File: src/rtl/display_source_arbiter.sv
// Chooses what the 8-digit display shows (time, alarm or a timed message).
// Also generates the edit and alarm-ring blink masks; every output is registered.
module display_source_arbiter #(
  parameter int MSG_CYCLES = 200000000,
  parameter int BLINK_HALF = 25000000
) (
  input  logic        clk,
  input  logic        rst,
  input  logic [31:0] time_digits,
  input  logic [31:0] alarm_digits,
  input  logic        show_alarm,
  input  logic        msg_req,
  input  logic [31:0] msg_digits,
  input  logic        msg_cancel,
  input  logic [7:0]  edit_mask,
  input  logic        alarm_ring,
  output logic [31:0] disp_digits,
  output logic [7:0]  disp_blank,
  output logic [1:0]  src,
  output logic        msg_busy
);

  localparam int MW = $clog2(MSG_CYCLES);
  localparam int BW = $clog2(BLINK_HALF);
  localparam logic [MW-1:0] MSG_LAST   = MW'(MSG_CYCLES - 1);
  localparam logic [BW-1:0] BLINK_LAST = BW'(BLINK_HALF - 1);

  typedef enum logic [1:0] {
    S_TIME  = 2'd0,
    S_ALARM = 2'd1,
    S_MSG   = 2'd2
  } state_t;

  state_t        state, state_nxt, view;
  logic [MW-1:0] msg_cnt, msg_cnt_nxt;
  logic [31:0]   msg_buf, msg_buf_nxt;
  logic [BW-1:0] blink_cnt, blink_cnt_nxt;
  logic          blink_on, blink_on_nxt;
  logic          edit_nz_q, ring_q, blink_restart;
  logic [31:0]   digits_d;
  logic [7:0]    blank_d;

  // State and message datapath registers
  always_ff @(posedge clk or posedge rst) begin
    if (rst) begin
      state   <= S_TIME;
      msg_cnt <= '0;
      msg_buf <= '0;
    end else begin
      state   <= state_nxt;
      msg_cnt <= msg_cnt_nxt;
      msg_buf <= msg_buf_nxt;
    end
  end

  // Cancel beats a same-cycle request; a request beats expiry
  always_comb begin
    view        = show_alarm ? S_ALARM : S_TIME;
    state_nxt   = state;
    msg_cnt_nxt = msg_cnt;
    msg_buf_nxt = msg_buf;
    if (state == S_MSG && msg_cancel) begin
      state_nxt = view;
    end else if (msg_req) begin
      state_nxt   = S_MSG;
      msg_cnt_nxt = MSG_LAST;
      msg_buf_nxt = msg_digits;
    end else if (state == S_MSG) begin
      if (msg_cnt == '0) state_nxt = view;
      else               msg_cnt_nxt = msg_cnt - 1'b1;
    end else begin
      state_nxt = view;
    end
  end

  // Restarting the blink makes the first phase after an edit/ring start visible
  always_comb begin
    blink_restart = ((edit_mask != 8'h00) && !edit_nz_q) || (alarm_ring && !ring_q);
    blink_cnt_nxt = blink_cnt + 1'b1;
    blink_on_nxt  = blink_on;
    if (blink_restart) begin
      blink_cnt_nxt = '0;
      blink_on_nxt  = 1'b1;
    end else if (blink_cnt == BLINK_LAST) begin
      blink_cnt_nxt = '0;
      blink_on_nxt  = ~blink_on;
    end
  end

  always_comb begin
    case (state_nxt)
      S_MSG:   digits_d = msg_buf_nxt;
      S_ALARM: digits_d = alarm_digits;
      default: digits_d = time_digits;
    endcase
    if (state_nxt == S_MSG)  blank_d = 8'h00;
    else if (alarm_ring)     blank_d = blink_on_nxt ? 8'h00 : 8'hFF;
    else                     blank_d = blink_on_nxt ? 8'h00 : edit_mask;
  end

  always_ff @(posedge clk or posedge rst) begin
    if (rst) begin
      blink_cnt   <= '0;
      blink_on    <= 1'b1;
      edit_nz_q   <= 1'b0;
      ring_q      <= 1'b0;
      disp_digits <= '0;
      disp_blank  <= 8'h00;
      src         <= 2'd0;
      msg_busy    <= 1'b0;
    end else begin
      blink_cnt   <= blink_cnt_nxt;
      blink_on    <= blink_on_nxt;
      edit_nz_q   <= (edit_mask != 8'h00);
      ring_q      <= alarm_ring;
      disp_digits <= digits_d;
      disp_blank  <= blank_d;
      src         <= state_nxt;
      msg_busy    <= (state_nxt == S_MSG);
    end
  end

endmodule

File: config.mk
export PLATFORM = sky130hd
export DESIGN_NAME = display_source_arbiter
export DESIGN_NICKNAME = d
export VERILOG_FILES = /design/src/rtl/display_source_arbiter.sv
export SDC_FILE = /design/constraint.sdc
export NUM_CORES = 1
export LEC_CHECK = 0
export ABC_AREA = 1
export BUFFER_PORTS_ARGS = -buffer_cell sky130_fd_sc_hd__buf_2
export CORE_ASPECT_RATIO = 1.5
export CORE_MARGIN = 5
export CORE_UTILIZATION = 40
export DETAILED_ROUTE_END_ITERATION = 8
export PLACE_DENSITY = 0.66
export SYNTH_ARGS = -nofsm -noshare
export SYNTH_HDL_FRONTEND = slang
export SYNTH_SLANG_ARGS = --single-unit
File: constraint.sdc
create_clock -name clk -period 4.1 [get_ports clk]
set_input_delay 0.615 -clock clk [delete_from_list [all_inputs] [get_ports clk]]
set_output_delay 0.615 -clock clk [all_outputs]
set_load 0.02 [all_outputs]
==> metrics.yaml <==
cts:
  htreeDepth: 4
  clk_latency_ns: 0.41
  cts_hold_buf: 0
  cts.clk_slew.worst_paths_ns: 0.06
  cts_setup_buffers: 0
  numCtsBuffers: 17
  cts_root_buf: "clkbuf_16"
  clock_sinks: 131
  cts_resized: 0
  cts_buffer_depth: 2
  cts_tree: "yes"
pwr:
  power.leakage_nw: 4.16
  ir_worst_vdd_mv: 0.227
  total_power_mw: 3.83
  p_per_area_nw_per_um2: 467
min_path:
  hold_path_depth: 3
  hold_class: "input pin to register"
routing:
  first_pass_iters: 5
  vias_per_cell: 5.01
  via_count: 6259
  drc: 0
  finalWirelength_um: 19000
  wire_per_inst_um: 15.2
  drtIter0Drc: 422
  ant_nets: 0
yosys:
  synth_cell_types: 29
  ys_ff_latch: 131
  synth_edf_count: 0
  synth_seq_area_share_pct: 49.2
  synth.avg_cell_area_um2: 7.51
  ys_async_sr_fraction_pct: 100
  synth.net_count: 1001
  ys.flop_type: "dfrtp_1"
  synthCells: 887
  syn_area_um2: 6660
  yosys_warnings: 0
placement:
  gp_congestion: 0.939
  numPortBuffers: 152
  hpwl_um: 13900
cells_and_area:
  nets: 1145
  antenna_cells: 0
  drive_gt1_share_pct: 19.9
  area_growth_pct: 23.2
  fin_util_pct: 50.5
  fillers: 1629
timing:
  rsz0062_at_grt: "false"
  skew_ns: 0.00902
  setup_tns_ns: 0
  min_period_over_period_pct: 75.3
  maxSlewHeadroom_pct: 29.3
  setup_viol: 0
  worst_pin_slew_ns: 1.06
  hold_slack_ns: 0.410
  hold_viol: 0
  period_needed_ns: 3.09
  drv_slew: 0
  fmax_ghz: 0.324
die:
  core-area_um2: 16300
  die_area_um2: 19400
  start_util_pct: 41.0
  die_w_um: 115
  fp.dieH_um: 168
  ios: 153
  rows: 57
critical_path:
  crit_path_start: "msg_cnt[0]$_DFFE_PP0P_"
  rr_worst_depth: 14
  rrSetupSlack_ns: 1.01
  cp-end-kind: "register"
  critPathKind: "register to register"
  cp-start-kind: "register"
  cp_data_arrival_time_ns: 3.32
  cp.required_ns: 4.34
  crit_path_max_fanout: 64
  reg2reg_from: "msg_cnt[0]$_DFFE_PP0P_"
  crit_path_end: "disp_digits[25]$_DFF_PP0_"
  r2r-end: "disp_digits[25]$_DFF_PP0_"
global_route:
  grt_usage_pct: 20.3
  grt_pass1_wl_um: 31600
  grt_overflow: 0
  antenna_found_initial: 0
  grt_max_degree: 65
  grt_pass1_vias: 6612
outcome:
  status: "complete, no violations"
flow_run:
  drv_cap: 0
-- state kept, by name, summed over array words and instances, names as in the netlist --
| signal | cells |
|---|---|
| msg_cnt | 28 |
| msg_buf | 32 |
| blink_on | 1 |
| src | 2 |
| disp_blank | 8 |
| disp_digits | 32 |
| blink_cnt | 25 |
| ring_q | 1 |
| msg_busy | 1 |
| edit_nz_q | 1 |
-- cell type report --
class	instances	area, µm²	area share (%)
Multi-Input combinational cell	651	2960	36.1
Clock inverter	13	175	2.13
Clock buffer	19	433	5.28
Timing Repair Buffer	160	833	10.2
Sequential cell	131	3280	40.0
Inverter	70	267	3.25
Tap cell	206	258	3.14
-- worst min path at each step --
stage,start,end
finish,time_digits[30],disp_digits[30]$_DFF_PP0_
global route,time_digits[10],disp_digits[10]$_DFF_PP0_
CTS,time_digits[12],disp_digits[12]$_DFF_PP0_
detailed placement,msg_buf[18]$_DFF_PP0_,msg_buf[18]$_DFF_PP0_
global placement,msg_buf[31]$_DFF_PP0_,msg_buf[31]$_DFF_PP0_
floorplan,msg_buf[0]$_DFF_PP0_,msg_buf[0]$_DFF_PP0_
-- where the power goes --
group          switching (mW)  total [mW]  internal, mW
clock network           0.596        1.56         0.969
logic                   0.481       0.717         0.236
registers              0.0930        1.55          1.46
-- through the flow --
step	setup WS, ns	instance area [µm²]	std cells
5_1_grt	0.655	8210	1250
6_report	1.01	8210	1250
3_5_place_dp	0.942	7600	1218
2_1_floorplan	1.68	6670	887
3_3_place_gp	1.02	7600	1218
4_1_cts	1.05	8210	1250
-- critical path, stage by stage (launching register included) --
cell     delay, ns
dfrtp_1       0.39
inv_1         0.11
ha_1          0.25
nand2_2       0.12
nor2_4        0.15
nand2_2       0.07
inv_2         0.09
nand2_4       0.07
nand2_2       0.08
nand2_2       0.06
inv_2         0.22
nand2_1       0.12
inv_1         0.09
ha_2          0.83
o21ai_0       0.24
-- cells in the mapped netlist, types with 3 or more instances --
cell type  number  area, µm²
a22oi_1        32        240
buf_2           6       30.0
buf_6           3       33.8
clkbuf_1       24       90.1
dfrtp_1       130       3250
ha_1            4       50.1
inv_1          67        251
nand2_1       275       1030
nand2_2         5       31.3
nand3_1        91        455
nand4_1        16        100
nor2_1        135        507
nor3_1         15       75.1
o21ai_0        55        275
xor2_1          9       78.8
-- routing by layer --
| layer | GRT usage [%] | part of all wire, % | up-vias |
|---|---|---|---|
| met2 | 36.2 | 53 | 179 |
| li1 | - | - | 3150 |
| met5 | 0 | 0 | - |
| met3 | 4.31 | 4.6 | 44 |
| met4 | 9.09 | 3.3 | 0 |
| met1 | 22.8 | 39 | 2886 |
-- kinds of logic after synthesis --
group / count (synthesis) / synth area share (%)
AND/OR/NAND/NOR: 547 / 34.3
flip-flops: 131 / 49.2
buffers and inverters: 105 / 6.37
AO/OA/AOI/OAI: 89 / 7.89
XOR/XNOR: 11 / 1.45
adder cells (fa/ha/maj): 4 / 0.751
-- cells in the final DEF (no fill, tap or decap), types with 2 or more instances in the layout --
master	netlist	final
a22oi_1	32	32
buf_2	6	152
buf_4	0	7
bufinv_16	0	3
clkbuf_1	24	2
clkbuf_16	0	17
clkinv_4	0	4
clkinvlp_4	0	2
dfrtp_1	130	130
ha_1	4	3
inv_1	67	66
inv_2	2	2
inv_6	0	3
nand2_1	275	275
nand2_2	5	5
nand3_1	91	91
nand4_1	16	16
nor2_1	135	135
nor2_2	2	2
nor2_4	2	2
nor3_1	15	15
o21ai_0	55	55
or2_2	2	2
xnor2_1	2	2
xor2_1	9	9
Note: power is estimated with default switching activity, not from simulation.
